$ cat src/rtl/multi_chan_timer_pkg.sv
// Shared constants for multi_chan_timer: channel FSM encoding, mode values
// and the start-edge helper used by every channel.
package multi_chan_timer_pkg;

    localparam logic ST_IDLE = 1'b0;
    localparam logic ST_RUN  = 1'b1;

    localparam logic MODE_ONE_SHOT = 1'b0;
    localparam logic MODE_PERIODIC = 1'b1;

    // A channel starts only on a fresh rising edge of its enable.
    function automatic logic is_start(input logic en, input logic en_ff);
        return en & ~en_ff;
    endfunction

endpackage

$ cat src/rtl/multi_chan_timer_ch.sv
// One down-counting timer channel: start on enable rising edge, one-shot or
// periodic reload from a shadow copy, hold freezes the count, low enable aborts.
module multi_chan_timer_ch
    import multi_chan_timer_pkg::*;
#(
    parameter int CNT_W = 32
) (
    input  logic             clk,
    input  logic             rst_n,
    input  logic             en,
    input  logic             mode,
    input  logic             hold,
    input  logic [CNT_W-1:0] load,
    output logic [CNT_W-1:0] cnt,
    output logic             done,
    output logic             expire
);

    localparam logic [CNT_W-1:0] CNT_ONE = {{(CNT_W-1){1'b0}}, 1'b1};

    logic             state;
    logic             mode_q;
    logic             en_ff;
    logic [CNT_W-1:0] shadow;
    logic             start;
    logic             cnt_zero;

    assign start    = is_start(en, en_ff);
    assign cnt_zero = (cnt == '0);
    assign expire   = (state == ST_RUN) & cnt_zero & ~hold & en;
    assign done     = (state == ST_IDLE);

    always_ff @(posedge clk or negedge rst_n) begin
        if (!rst_n) begin
            en_ff <= 1'b0;
        end else begin
            en_ff <= en;
        end
    end

    // Abort beats hold, hold beats counting; the count never wraps below zero.
    always_ff @(posedge clk or negedge rst_n) begin
        if (!rst_n) begin
            state  <= ST_IDLE;
            cnt    <= '0;
            shadow <= '0;
            mode_q <= MODE_ONE_SHOT;
        end else if (state == ST_IDLE) begin
            if (start) begin
                cnt    <= load;
                shadow <= load;
                mode_q <= mode;
                state  <= ST_RUN;
            end
        end else begin
            if (!en) begin
                state <= ST_IDLE;
                cnt   <= '0;
            end else if (!hold) begin
                if (!cnt_zero) begin
                    cnt <= cnt - CNT_ONE;
                end else if (mode_q == MODE_PERIODIC) begin
                    cnt <= shadow;
                end else begin
                    state <= ST_IDLE;
                end
            end
        end
    end

endmodule

$ cat src/rtl/multi_chan_timer.sv
// CH_NUM independent down-counting timers with an optional sticky interrupt,
// built only when TIMER_IRQ_EN is defined (otherwise status/irq read as 0).
module multi_chan_timer
    import multi_chan_timer_pkg::*;
#(
    parameter int CNT_W  = 32,
    parameter int CH_NUM = 4
) (
    input  logic                    cpu_clk,
    input  logic                    cpu_rst_b,
    input  logic [CH_NUM-1:0]       timer_en,
    input  logic [CH_NUM-1:0]       timer_mode,
    input  logic [CH_NUM-1:0]       timer_hold,
    input  logic [CH_NUM*CNT_W-1:0] timer_load,
    input  logic [CH_NUM-1:0]       timer_irq_clr,
    output logic [CH_NUM*CNT_W-1:0] timer_cnt,
    output logic [CH_NUM-1:0]       timer_done,
    output logic [CH_NUM-1:0]       timer_expire,
    output logic [CH_NUM-1:0]       timer_status,
    output logic                    timer_irq
);

    for (genvar i = 0; i < CH_NUM; i++) begin : g_ch
        multi_chan_timer_ch #(
            .CNT_W (CNT_W)
        ) u_ch (
            .clk    (cpu_clk),
            .rst_n  (cpu_rst_b),
            .en     (timer_en[i]),
            .mode   (timer_mode[i]),
            .hold   (timer_hold[i]),
            .load   (timer_load[i*CNT_W +: CNT_W]),
            .cnt    (timer_cnt[i*CNT_W +: CNT_W]),
            .done   (timer_done[i]),
            .expire (timer_expire[i])
        );
    end

`ifdef TIMER_IRQ_EN
    // A new expire in the same cycle as a clear keeps the flag set.
    always_ff @(posedge cpu_clk or negedge cpu_rst_b) begin
        if (!cpu_rst_b) begin
            timer_status <= '0;
            timer_irq    <= 1'b0;
        end else begin
            timer_status <= (timer_status & ~timer_irq_clr) | timer_expire;
            timer_irq    <= |timer_status;
        end
    end
`else
    logic unused_irq_clr;

    assign unused_irq_clr = ^timer_irq_clr;
    assign timer_status   = '0;
    assign timer_irq      = 1'b0;
`endif

endmodule

$ cat config.mk
export PLATFORM = sky130hd
export DESIGN_NAME = multi_chan_timer
export DESIGN_NICKNAME = d
export VERILOG_FILES = /design/src/rtl/multi_chan_timer_pkg.sv /design/src/rtl/multi_chan_timer_ch.sv /design/src/rtl/multi_chan_timer.sv
export SDC_FILE = /design/constraint.sdc
export NUM_CORES = 1
export LEC_CHECK = 0
export BUFFER_PORTS_ARGS = -buffer_cell sky130_fd_sc_hd__buf_2
export CAP_MARGIN = 5
export CORE_ASPECT_RATIO = 0.75
export CORE_MARGIN = 3
export CORE_UTILIZATION = 57
export DETAILED_ROUTE_END_ITERATION = 16
export GPL_TIMING_DRIVEN = 0
export PLACE_DENSITY = 0.82
export REMOVE_ABC_BUFFERS = 1
export SLEW_MARGIN = 20
export SYNTH_ARGS = -nofsm -noshare
export SYNTH_HDL_FRONTEND = slang
export SYNTH_SLANG_ARGS = --single-unit
$ cat constraint.sdc
create_clock -name cpu_clk -period 3.8 [get_ports cpu_clk]
set_input_delay 0.19 -clock cpu_clk [delete_from_list [all_inputs] [get_ports cpu_clk]]
set_output_delay 0.19 -clock cpu_clk [all_outputs]
set_load 0.01 [all_outputs]
# [Word-level counts from Yosys, hierarchy flattened]
# Cells that the tools add are included.
[op_classes] add_sub_neg=4 multipliers=0 n_div=0 n_lt_le_gt_ge=0 n_eq_ne=8 shifts=0 mux=48 bitwise_logic=28 reduce_logical=16
[op_table] op="32-bit two-way mux" count=24
[op_table] op="32-bit zero test" count=4
[op_table] op="32-bit by 1-bit subtractor with 32-bit output, second input constant" count=4
[op_table] op="1-bit two-way mux" count=24
[op_table] op="1-bit bitwise AND" count=16
[op_table] op="4-bit inequality test, second input constant" count=4
[op_table] op="3-bit inequality test, second input constant" count=4
[op_table] op="1-bit NOT" count=12
[op_table] op="3-bit AND reduction" count=4
[op_table] op="2-bit AND reduction" count=4
[op_table] op="2-bit nonzero test" count=4
[word_totals] register_bits=268 latchBits=0 ramBits=0 romBits=0 input_bits=146 output_inout_bits=141 word_cells=124 n_memories=0

# [Longest topological paths before layout]
# Gate-level depths: netlist (run 1).
[logic_depth] depth_word=5 ltp_mapped=10 mapped_depth_nobuf=8

# [Modules after synthesis]
# Synthesis (run 1) repeated with hierarchy kept, for this count alone.
[hier_totals] cells_unflattened=1876 area_unflattened_um2=15471.1
[by_module_without_submodules] module="multi_chan_timer_ch at g_ch[0].u_ch ..." n_inst=2 cells_each=464 area_each_um2=3903.7 seq_area_each_um2=1676.6
[by_module_without_submodules] module="multi_chan_timer_ch at g_ch[2].u_ch ..." n_inst=2 cells_each=471 area_each_um2=3811.2 seq_area_each_um2=1676.6
[by_module_without_submodules] module="multi_chan_timer" n_inst=1 cells_each=6 area_each_um2=41.3 seq_area_each_um2=0.0

# [Worst setup path before layout (run 1)]
# OpenSTA, ideal clock, no wires.
[synth_timing] path_kind="register -> register" start="register g_ch[3].u_ch.cnt[25]" end="register g_ch[3].u_ch.cnt[12]" setup_ps=123 arrival_ps=2766 required_time_ps=3677 slack_ps=912 path_stages_with_launch=10 path_buffers=3 period_less_slack_ps=2888 cell_sequence="dfrtp_1 or4_1 buf_2 or4_4 buf_6 or3_1 buf_6 mux2_4 a221oi_2 nor2_1"
[synth_via] elab_chain_cells=5 word_cells_on_any_way=7 cone_classes="1 x eq/ne; 4 x mux; 2 x reduce/logical"
[synth_lines] item="from (decl)" line="multi_chan_timer_ch.sv:14" source="output logic [CNT_W-1:0] cnt,"
[synth_lines] item="from (signal assigned)" line="multi_chan_timer_ch.sv:50" source="cnt <= load;"
[synth_lines] item="from (signal assigned)" line="multi_chan_timer_ch.sv:61" source="cnt <= cnt - CNT_ONE;"
[synth_lines] item="from (signal assigned)" line="multi_chan_timer_ch.sv:63" source="cnt <= shadow;"
[synth_lines] item="32-bit zero test *" line="multi_chan_timer_ch.sv:29" source="assign cnt_zero = (cnt == '0);"
[synth_lines] item="32-bit two-way mux" line="multi_chan_timer_ch.sv:60" source="if (!cnt_zero) begin"
[synth_lines] item="32-bit two-way mux" line="multi_chan_timer_ch.sv:59" source="end else if (!hold) begin"
[synth_lines] item="32-bit two-way mux" line="multi_chan_timer_ch.sv:56" source="if (!en) begin"
[synth_lines] item="32-bit two-way mux" line="multi_chan_timer_ch.sv:48" source="end else if (state == ST_IDLE) begin"
# Every way passes the cells marked *; elsewhere a longest branch is shown, timed or not. The select of a mux whose other input is x is not followed.
# A chain may end at the register's enable or synchronous reset.

# [Final worst setup path (run 1)]
[layout_timing] start="register g_ch[2].u_ch.cnt[14]" end="register g_ch[2].u_ch.cnt[31]"
[layout_via] elab_chain_cells=5 word_cells_on_any_way=8 cone_classes="1 x add/sub; 1 x eq/ne; 4 x mux; 2 x reduce/logical"
[layout_lines] item="from (decl)" line="multi_chan_timer_ch.sv:14"
[layout_lines] item="from (signal assigned)" line="multi_chan_timer_ch.sv:50"
[layout_lines] item="from (signal assigned)" line="multi_chan_timer_ch.sv:61"
[layout_lines] item="from (signal assigned)" line="multi_chan_timer_ch.sv:63"
[layout_lines] item="32-bit by 1-bit subtractor with 32-bit output / 32-bit zero test (equally long branches)" line="multi_chan_timer_ch.sv:61, multi_chan_timer_ch.sv:29"
[layout_lines] item="32-bit two-way mux" line="multi_chan_timer_ch.sv:60"
[layout_lines] item="32-bit two-way mux" line="multi_chan_timer_ch.sv:59"
[layout_lines] item="32-bit two-way mux" line="multi_chan_timer_ch.sv:56"
[layout_lines] item="32-bit two-way mux" line="multi_chan_timer_ch.sv:48"
# Several ways; a longest one is shown, not always the timed one. The select of a mux whose other input is x is not followed.

==> out/qor.yml, run 1 <==
global_routing:
  grt_max_degree: 74
  grt_pass1_vias: 15400
  grt_util_met3_pct: 8.48
  grtUsageMet2_pct: 53.0
  grtUsageTotal_pct: 34.0
  grt_pass1_wl_mm: 81.7
  overflow: 0
  gr-usage-met1_pct: 47.5
  antenna_found_initial: 1
  busiest_layer: "met2"
hold_path:
  hold_end: "g_ch[1].u_ch.shadow[28]"
  hp-start: "timer_load[60]"
  min_path_type: "input pin to flip-flop"
  hold_depth: 3
worst_setup_path:
  r2r-end: "g_ch[2].u_ch.cnt[31]"
  worstSetupPathType: "flip-flop to flip-flop"
  timing.reg2reg.setup_slack_ps: 180
  worstRegToRegCells: 6
  r2r_start: "g_ch[2].u_ch.cnt[14]"
  cp_data_arrival_time_ps: 4100
  crit_path_max_fanout: 25
  crit_path_start_kind: "flip-flop"
  crit_required_ps: 4280
  crit_path_end_kind: "flip-flop"
cells_and_area:
  drive_above_1_share_pct: 22.3
  design_area_mm2: 0.0195
  area_growth_pct: 27.2
  nets: 2241
  final_common_cell: "nand2_1"
  final_cell_mix: "nand2_1, buf_2, dfrtp_1"
sta:
  hold_violations: 0
  skew_ps: 15.3
  slew_violations: 0
  max_freq_mhz: 276
  slew_headroom_pct: 20.6
  rsz0062_at_grt: "no"
  timing.final.crit_share_pct: 95.2
  setup_violations: 0
  tightest_slew_ps: 1190
  period_needed_ps: 3620
power:
  power_w: 0.00962
  powerDensity_mw_per_mm2: 495
  peakVddDrop_mv: 0.384
  leakage_nw: 8.52
floorplanning:
  dieArea_mm2: 0.0289
  die_width_um: 195
  rows: 51
  start_util_pct: 58.5
  io_pins: 287
  coreArea_mm2: 0.0262
  die_h_um: 148
detailed_routing:
  dr.first_iter.drc_count: 1526
  drt_wl_total_mm: 50.7
  dr_total_vias: 15800
  antenna_left: 0
  viasPerCell: 6.43
  wire_per_inst_um: 20.6
  drtPass1Iterations: 6
  drcViolationCount: 0
cts:
  cts.sinks: 268
  cts_buffers: 28
  cts.path.max_buffers: 3
  cts_tree: "yes"
  clockRootBuffer: "clkbuf_16"
  htreeDepth: 1
  insertion_delay_ps: 550
  path_clk_slew_ps: 70
place:
  place.detailed.hpwl_mm: 31.0
  gp_congestion: 0.941
  placed_area_mm2: 0.0170
  port_buffers: 277
logic_synthesis:
  syn_inst: 1741
  ys_ff_latch: 268
  syn_avg_cell_area_um2: 8.78
  synth_flop_cell: "dfrtp_1"
  yosysUniqueCellTypes: 77
  synth_area_mm2: 0.0153
  synthArstFlopShare_pct: 100
  ys_warn_count: 0
  yosysSeqAreaShare_pct: 43.9
  synth_edf_count: 0
status:
  run_status: "complete, no violations"
job:
  drv_cap: 0
-- final cells by class --
class / instances / area, µm²
Clock buffer: 42 / 845
Inverter: 34 / 128
Sequential cell: 268 / 6710
Multi-Input combinational cell: 1310 / 8020
Tap cell: 344 / 430
Fill cell: 1797 / 6710
Clock inverter: 10 / 131
Timing Repair Buffer: 445 / 3190
Antenna cell: 2 / 5.00
-- per-layer routing --
layer,wire [µm],part of all wire (%)
met1,20200,40
met2,23400,46
met3,5750,11
met4,1350,2.7
met5,0,0
-- kinds of logic after synthesis --
kind of cell | synth area share, %
multiplexers | 6.28
AO/OA/AOI/OAI | 19.6
XOR/XNOR | 3.67
other | 0.0245
buffers and inverters | 4.65
AND/OR/NAND/NOR | 21.2
adder cells (fa/ha/maj) | 0.655
flip-flops | 43.9
-- registers in the layout, summed over array words and instances (netlist names) --
name,count
g_ch.u_ch.cnt,128
g_ch.u_ch.en_ff,4
g_ch.u_ch.mode_q,4
g_ch.u_ch.state,4
g_ch.u_ch.shadow,128
-- synth_stat cells (all sizes together), types with 8 or more instances --
| master | n | area share [%] |
|---|---|---|
| o22ai | 9 | 0.37 |
| o2bb2ai | 10 | 0.57 |
| or3 | 17 | 0.70 |
| a22oi | 24 | 1.2 |
| inv | 34 | 0.83 |
| nor3 | 56 | 1.9 |
| nand3 | 30 | 0.98 |
| a21oi | 132 | 4.3 |
| a22o | 10 | 0.57 |
| nor2b | 9 | 0.37 |
| a31oi | 29 | 1.2 |
| nand4 | 19 | 0.78 |
| xnor2 | 41 | 2.3 |
| buf | 33 | 1.3 |
| clkbuf | 101 | 2.5 |
| ha | 8 | 0.65 |
| a21o | 15 | 0.74 |
| a211oi | 9 | 0.44 |
| o211ai | 54 | 2.7 |
| o21ai | 78 | 2.6 |
| nand2 | 310 | 7.6 |
| nor2 | 128 | 3.1 |
| mux2i | 21 | 1.4 |
| o22a | 11 | 0.63 |
| xor2 | 23 | 1.3 |
| o31ai | 17 | 0.96 |
| or4 | 28 | 1.4 |
| nor4 | 40 | 1.8 |
| dfrtp | 268 | 44 |
| mux2 | 66 | 4.9 |
| or2 | 9 | 0.37 |
| and2 | 8 | 0.33 |
-- worst max-delay path by stage --
stage / to / depth (start not counted) / from / slack [ps]
final: g_ch[2].u_ch.cnt[31] / 6 / g_ch[2].u_ch.cnt[14] / 180
after global routing: g_ch[3].u_ch.cnt[24] / 6 / g_ch[3].u_ch.cnt[6] / 30
after CTS: g_ch[0].u_ch.cnt[4] / 8 / g_ch[0].u_ch.cnt[15] / 50
after detailed placement: g_ch[2].u_ch.cnt[31] / 6 / g_ch[2].u_ch.cnt[14] / -230
after global placement: g_ch[1].u_ch.cnt[11] / 4 / g_ch[1].u_ch.state / -3390
after floorplan: g_ch[0].u_ch.cnt[0] / 5 / g_ch[0].u_ch.state / -1090
-- worst max-delay path, cell delays in order, from the launching register on --
cell and delay (ps):
dfrtp_1 470, or4_1 660, nor4b_2 750, nand3_4 490, o31ai_4 760, o22ai_1 220, a21oi_1 190
-- what timing repair did --
action / 4_1_cts / 5_1_grt
cloned: 1 / 0
hold buffers: 139 / 0
setup buffers: 0 / 2
endpoints found under the hold margin: 305 / 0
gates resized for setup: 2 / 1
pin swaps: 1 / 3
endpoints found under the setup margin: 23 / 30
-- where the power goes --
group | leakage [nW] | internal [W] | total (W) | switching (W)
Sequential | 3.22 | 0.00343 | 0.00415 | 0.000720
Combinational | 4.82 | 0.00112 | 0.00254 | 0.00142
Clock | 0.481 | 0.00174 | 0.00293 | 0.00120
-- metrics by stage --
stage	TNS, ps	utilization [%]	std cells	hold WS, ps	setup WS, ps
2_1_floorplan	-70650	-	1611	-106	-1090
3_3_place_gp	-1067500	63.2	2232	345	-3390
3_5_place_dp	-1770	65.0	2258	151	-227
4_1_cts	0	74.1	2450	33.8	49.1
5_1_grt	0	74.3	2454	99.0	26.6
6_report	0	74.3	2455	63.3	181
Power figures use the tool's default switching activity.
==> inputs of run 2 (changes only) <==
--- a/config.mk
+++ b/config.mk
@@ -13,6 +13,7 @@
 export DETAILED_ROUTE_END_ITERATION = 16
 export GPL_TIMING_DRIVEN = 0
 export PLACE_DENSITY = 0.82
+export RECOVER_POWER = 100
 export REMOVE_ABC_BUFFERS = 1
 export SLEW_MARGIN = 20
 export SYNTH_ARGS = -nofsm -noshare
==> run 2 against run 1 <==
The run now ends with max-capacitance violations, max-slew violations left. First-iteration DRC count decreased by 6.3%. Sequential cell count is the same. Clock skew rose by 7.0 ps. Sequential share of layout area is 0.49 points higher. Combinational power shrank 4%. Sequential power is essentially flat. Worst hold slack got worse by 4.1 ps. Cell area down 1.4%. Setup slack gained 12 ps. Largest cell class unchanged. Largest power group unchanged. Highest routed layer unchanged.
==> out/qor.yml, run 2 (synthesis gave the netlist of run 1 again) <==
status:
  run_status: "finished, violations left"
  violations: "max-capacitance violations, max-slew violations"
detailed_routing:
  wire_per_inst_um: 20.6
  dr.first_iter.drc_count: 1430
  antenna_left: 0
  drt_wl_total_mm: 50.6
  drtPass1Iterations: 6
  viasPerCell: 6.42
  dr_total_vias: 15800
  drcViolationCount: 0
cells_and_area:
  area_growth_pct: 25.4
  final_common_cell: "nand2_1"
  largest_registers: "g_ch.u_ch.cnt (128), g_ch.u_ch.shadow (128)"
  fillers: 1915
  final_cell_mix: "nand2_1, dfrtp_1, clkbuf_1"
  drive_above_1_share_pct: 14.7
  nets: 2241
worst_setup_path:
  worstSetupPathType: "flip-flop to output port"
  timing.reg2reg.setup_slack_ps: 200
  crit_path_start_kind: "flip-flop"
  crit_path_end_kind: "output port"
  crit_required_ps: 3610
  cp_data_arrival_time_ps: 3420
  crit_path_max_fanout: 25
sta:
  slew_headroom_pct: -101
  setup_violations: 0
  tightest_slew_ps: 3010
  period_needed_ps: 3610
  max_freq_mhz: 277
  setup_tns_ps: 0
  skew_ps: 22.3
  hold_slack_ps: 59.2
  timing.final.crit_share_pct: 94.9
  slew_violations: 57
  hold_violations: 0
  rsz0062_at_grt: "no"
power:
  peakVddDrop_mv: 0.378
  powerDensity_mw_per_mm2: 497
  leakage_nw: 8.04
place:
  port_buffers: 277
  place.detailed.hpwl_mm: 31.0
  gp_congestion: 0.941
cts:
  cts_tree: "yes"
  path_clk_slew_ps: 70
  htreeDepth: 1
  cts_buffers: 28
  cts.path.max_buffers: 3
  insertion_delay_ps: 560
  clockRootBuffer: "clkbuf_16"
  cts.sinks: 268
floorplanning:
  die_h_um: 148
  start_util_pct: 58.5
  rows: 51
  coreArea_mm2: 0.0262
  io_pins: 287
  die_width_um: 195
  dieArea_mm2: 0.0289
hold_path:
  min_path_type: "input pin to flip-flop"
global_routing:
  grtUsageTotal_pct: 34.0
  grt_max_degree: 74
  grt_pass1_vias: 15400
  antenna_found_initial: 1
  grt_pass1_wl_mm: 81.7
  overflow: 0
job:
  drv_cap: 1
run 2: changes by cell type in the layout (fill, tap and decap cells not counted), moves of 3 or more:
cell	delta
buf_2	-137
buf_4	-9
inv_1	+3
mux2_1	+4
inv_2	-3
clkbuf_1	+148
run 2: layout make-up:
| type | instances | area, µm² | area share (%) |
|---|---|---|---|
| clock inverters | 10 | 131 | 0.685 |
| diodes | 2 | 5.00 | 0.0261 |
| well taps | 344 | 430 | 2.24 |
| inverters | 34 | 128 | 0.665 |
| clock buffers | 42 | 845 | 4.40 |
| multi-input cells | 1310 | 8000 | 41.7 |
| flip-flops and latches | 268 | 6710 | 35.0 |
| repair buffers | 445 | 2940 | 15.3 |
run 2: power breakdown:
| part | internal [W] | leakage (nW) | total, W | switching [W] |
|---|---|---|---|---|
| sequential | 0.00343 | 3.22 | 0.00415 | 0.000727 |
| combinational | 0.00102 | 4.33 | 0.00244 | 0.00142 |
| clock | 0.00174 | 0.481 | 0.00294 | 0.00120 |
| total | 0.00618 | 8.04 | 0.00953 | 0.00335 |
run 2: final timing paths:
path                                              start                      end  depth (start not counted)
worst min-delay path                     timer_load[60]  g_ch[1].u_ch.shadow[28]                          3
min in group asynchronous                     cpu_rst_b       g_ch[2].u_ch.state                          2
worst min register to register  g_ch[3].u_ch.shadow[17]  g_ch[3].u_ch.shadow[17]                          2
worst max register to register     g_ch[2].u_ch.cnt[14]     g_ch[2].u_ch.cnt[31]                          6
worst max-delay path               g_ch[2].u_ch.cnt[14]          timer_expire[2]                          5
max in group asynchronous                     cpu_rst_b     g_ch[1].u_ch.cnt[29]                          4
run 2: metal layers:
metal,wire length (µm),vias to the layer above,track usage [%],part of all wire [%]
li1,-,6976,-,-
met1,20000,7542,47.5,40
met2,23300,1079,53.0,46
met3,5820,170,8.48,11
met4,1530,0,10.3,3.0
met5,0,-,0,0
run 2: repair_timing:
| action | CTS | global route |
|---|---|---|
| pin swaps | 1 | 3 |
| endpoints found under the hold margin | 305 | 0 |
| gates resized for setup | 2 | 1 |
| setup buffers | 0 | 2 |
| hold buffers | 139 | 0 |
| cloned | 1 | 0 |
| endpoints found under the setup margin | 23 | 30 |
run 2: metrics by stage:
stage	cells	utilization, %	power (W)	worst slack, ps	cell area [µm²]
floorplan	1611	-	0.00542	-1090	14700
global placement	2232	63.2	0.00631	-3390	16500
detailed placement	2258	65.0	0.00646	-227	17000
CTS	2450	74.1	0.00951	49.1	19400
global route	2454	73.3	0.00999	12.6	19200
finish	2455	73.3	0.00953	193	19200
run 2: critical path, cell delays in order (launching register included):
cell,delay (ps)
dfrtp_1,470
or4_1,650
nor4b_2,750
nand3_4,490
nor3_1,310
clkbuf_2,190
==> inputs of run 3 (changes only) <==
--- a/config.mk
+++ b/config.mk
@@ -13,7 +13,7 @@
 export DETAILED_ROUTE_END_ITERATION = 16
 export GPL_TIMING_DRIVEN = 0
 export PLACE_DENSITY = 0.82
-export RECOVER_POWER = 100
+export RECOVER_POWER = 50
 export REMOVE_ABC_BUFFERS = 1
 export SLEW_MARGIN = 20
 export SYNTH_ARGS = -nofsm -noshare
==> run 3 against run 2 <==
The flow still finishes with violations (max-capacitance violations, max-slew violations). Critical path depth up 1. Cell area is 0.67% higher. Die area unchanged. Clock skew fell by 1.8 ps. First-iteration DRC count grew 15%. Highest routed layer unchanged. Register-to-register slack got worse by 20 ps. Power rose by 0.31%. Wire length hardly changed. Worst hold slack better by 5.2 ps. Critical endpoint is now g_ch[2].u_ch.cnt[27]. Cell count stayed put. Global-route usage stayed put.
==> out/qor.yml, run 3 (synthesis gave the netlist of run 1 again) <==
status:
  run_status: "finished, violations left"
  violations: "max-capacitance violations, max-slew violations"
cells_and_area:
  final_cell_mix: "nand2_1, dfrtp_1, buf_2"
  drive_above_1_share_pct: 17.6
  final_common_cell: "nand2_1"
  design_area_mm2: 0.0193
  nets: 2241
  largest_registers: "g_ch.u_ch.cnt (128), g_ch.u_ch.shadow (128)"
  area_growth_pct: 26.3
global_routing:
  grt_pass1_vias: 15400
  grt_max_degree: 74
  overflow: 0
  grt_pass1_wl_mm: 81.7
  antenna_found_initial: 1
  grtUsageTotal_pct: 34.0
worst_setup_path:
  worstRegToRegCells: 6
  crit_path_max_fanout: 35
  worstSetupPathType: "flip-flop to flip-flop"
  crit_required_ps: 4210
  crit_path_end_kind: "flip-flop"
  crit_path_start_kind: "flip-flop"
  cp_data_arrival_time_ps: 4030
floorplanning:
  start_util_pct: 58.5
  die_width_um: 195
  coreArea_mm2: 0.0262
  die_h_um: 148
  rows: 51
  dieArea_mm2: 0.0289
  io_pins: 287
detailed_routing:
  drcViolationCount: 0
  viasPerCell: 6.44
  wl_met1_mm: 20.2
  antenna_left: 0
  dr.first_iter.drc_count: 1641
  wire_per_inst_um: 20.6
  top_layer_used: "met4"
  dr_total_vias: 15800
  route.met2.wl_mm: 23.3
  drt_wl_total_mm: 50.6
  wl_met3_mm: 5.68
  drtPass1Iterations: 6
sta:
  tightest_slew_ps: 3070
  slew_violations: 57
  timing.final.crit_share_pct: 95.3
  setup_violations: 0
  slew_headroom_pct: -105
  rsz0062_at_grt: "no"
  skew_ps: 20.5
  timing.final.ws_setup_ps: 177
  hold_violations: 0
  period_needed_ps: 3620
  max_freq_mhz: 276
power:
  power_w: 0.00956
  powerDensity_mw_per_mm2: 495
  leakage_nw: 8.22
  peakVddDrop_mv: 0.377
hold_path:
  min_path_type: "input pin to flip-flop"
  hold_depth: 3
cts:
  insertion_delay_ps: 560
  cts.sinks: 268
  cts_tree: "yes"
  cts.path.max_buffers: 3
  cts_buffers: 28
  path_clk_slew_ps: 70
  clockRootBuffer: "clkbuf_16"
  htreeDepth: 1
place:
  dp_slack_ps: -227
  port_buffers: 277
  place.detailed.hpwl_mm: 31.0
  placed_area_mm2: 0.0170
  gp_congestion: 0.941
job:
  drv_cap: 1
==> run 3: cell count changes in the layout (fill, tap and decap cells not counted), sizes merged <==
cell / change
buf: +52
clkbuf: -52
==> run 3: cell type report <==
type                    count  area [µm²]
inverters                  34         128
well taps                 344         430
clock inverters            10         131
flip-flops and latches    268        6710
repair buffers            445        3050
fillers                  1875        6860
clock buffers              42         845
multi-input cells        1310        8020
diodes                      2        5.00
==> run 3: path summary, 6_finish.rpt <==
path                                                 to  slack, ps                     from
worst max-delay path               g_ch[2].u_ch.cnt[27]        180     g_ch[2].u_ch.cnt[14]
worst min-delay path            g_ch[1].u_ch.shadow[28]         60           timer_load[60]
worst max register to register     g_ch[2].u_ch.cnt[27]        180     g_ch[2].u_ch.cnt[14]
worst min register to register  g_ch[3].u_ch.shadow[17]        470  g_ch[3].u_ch.shadow[17]
max in group asynchronous          g_ch[1].u_ch.cnt[29]        430                cpu_rst_b
min in group asynchronous          g_ch[2].u_ch.cnt[27]       1380                cpu_rst_b
==> run 3: per-stage QoR <==
stage / cells / TNS, ps / hold slack (ps) / util [%]
after detailed placement: 2258 / -1770 / 151 / 65.0
final: 2455 / 0 / 64.5 / 73.8
after global routing: 2454 / 0 / 99.0 / 73.8
after global placement: 2232 / -1067500 / 345 / 63.2
after floorplan: 1611 / -70650 / -106 / -
after CTS: 2450 / 0 / 33.8 / 74.1
==> run 3: critical path: stages (launching register included) <==
cell	delay, ps
dfrtp_1	470
or4_1	650
nor4b_2	750
nand3_4	500
o31a_2	710
o211ai_1	210
o21ai_0	180
==> run 3: power by group <==
part	leakage (nW)	internal (W)	switching (W)
Clock	0.481	0.00174	0.00120
Combinational	4.52	0.00106	0.00142
Sequential	3.22	0.00343	0.000726
Total	8.22	0.00622	0.00335
==> run 3: timing repair <==
action	4_1_cts	5_1_grt
hold buffers	139	0
buffers inserted	0	2
resized for setup	2	1
endpoints found under the setup margin	23	30
pin swaps	1	3
cloned	1	0
endpoints found under the hold margin	305	0
==> run 3: metal layers <==
layer / vias to the layer above / GRT usage (%)
met1: 7615 / 47.5
met2: 1057 / 53.0
met3: 153 / 8.48
met4: 0 / 10.3
li1: 6975 / -
met5: - / 0
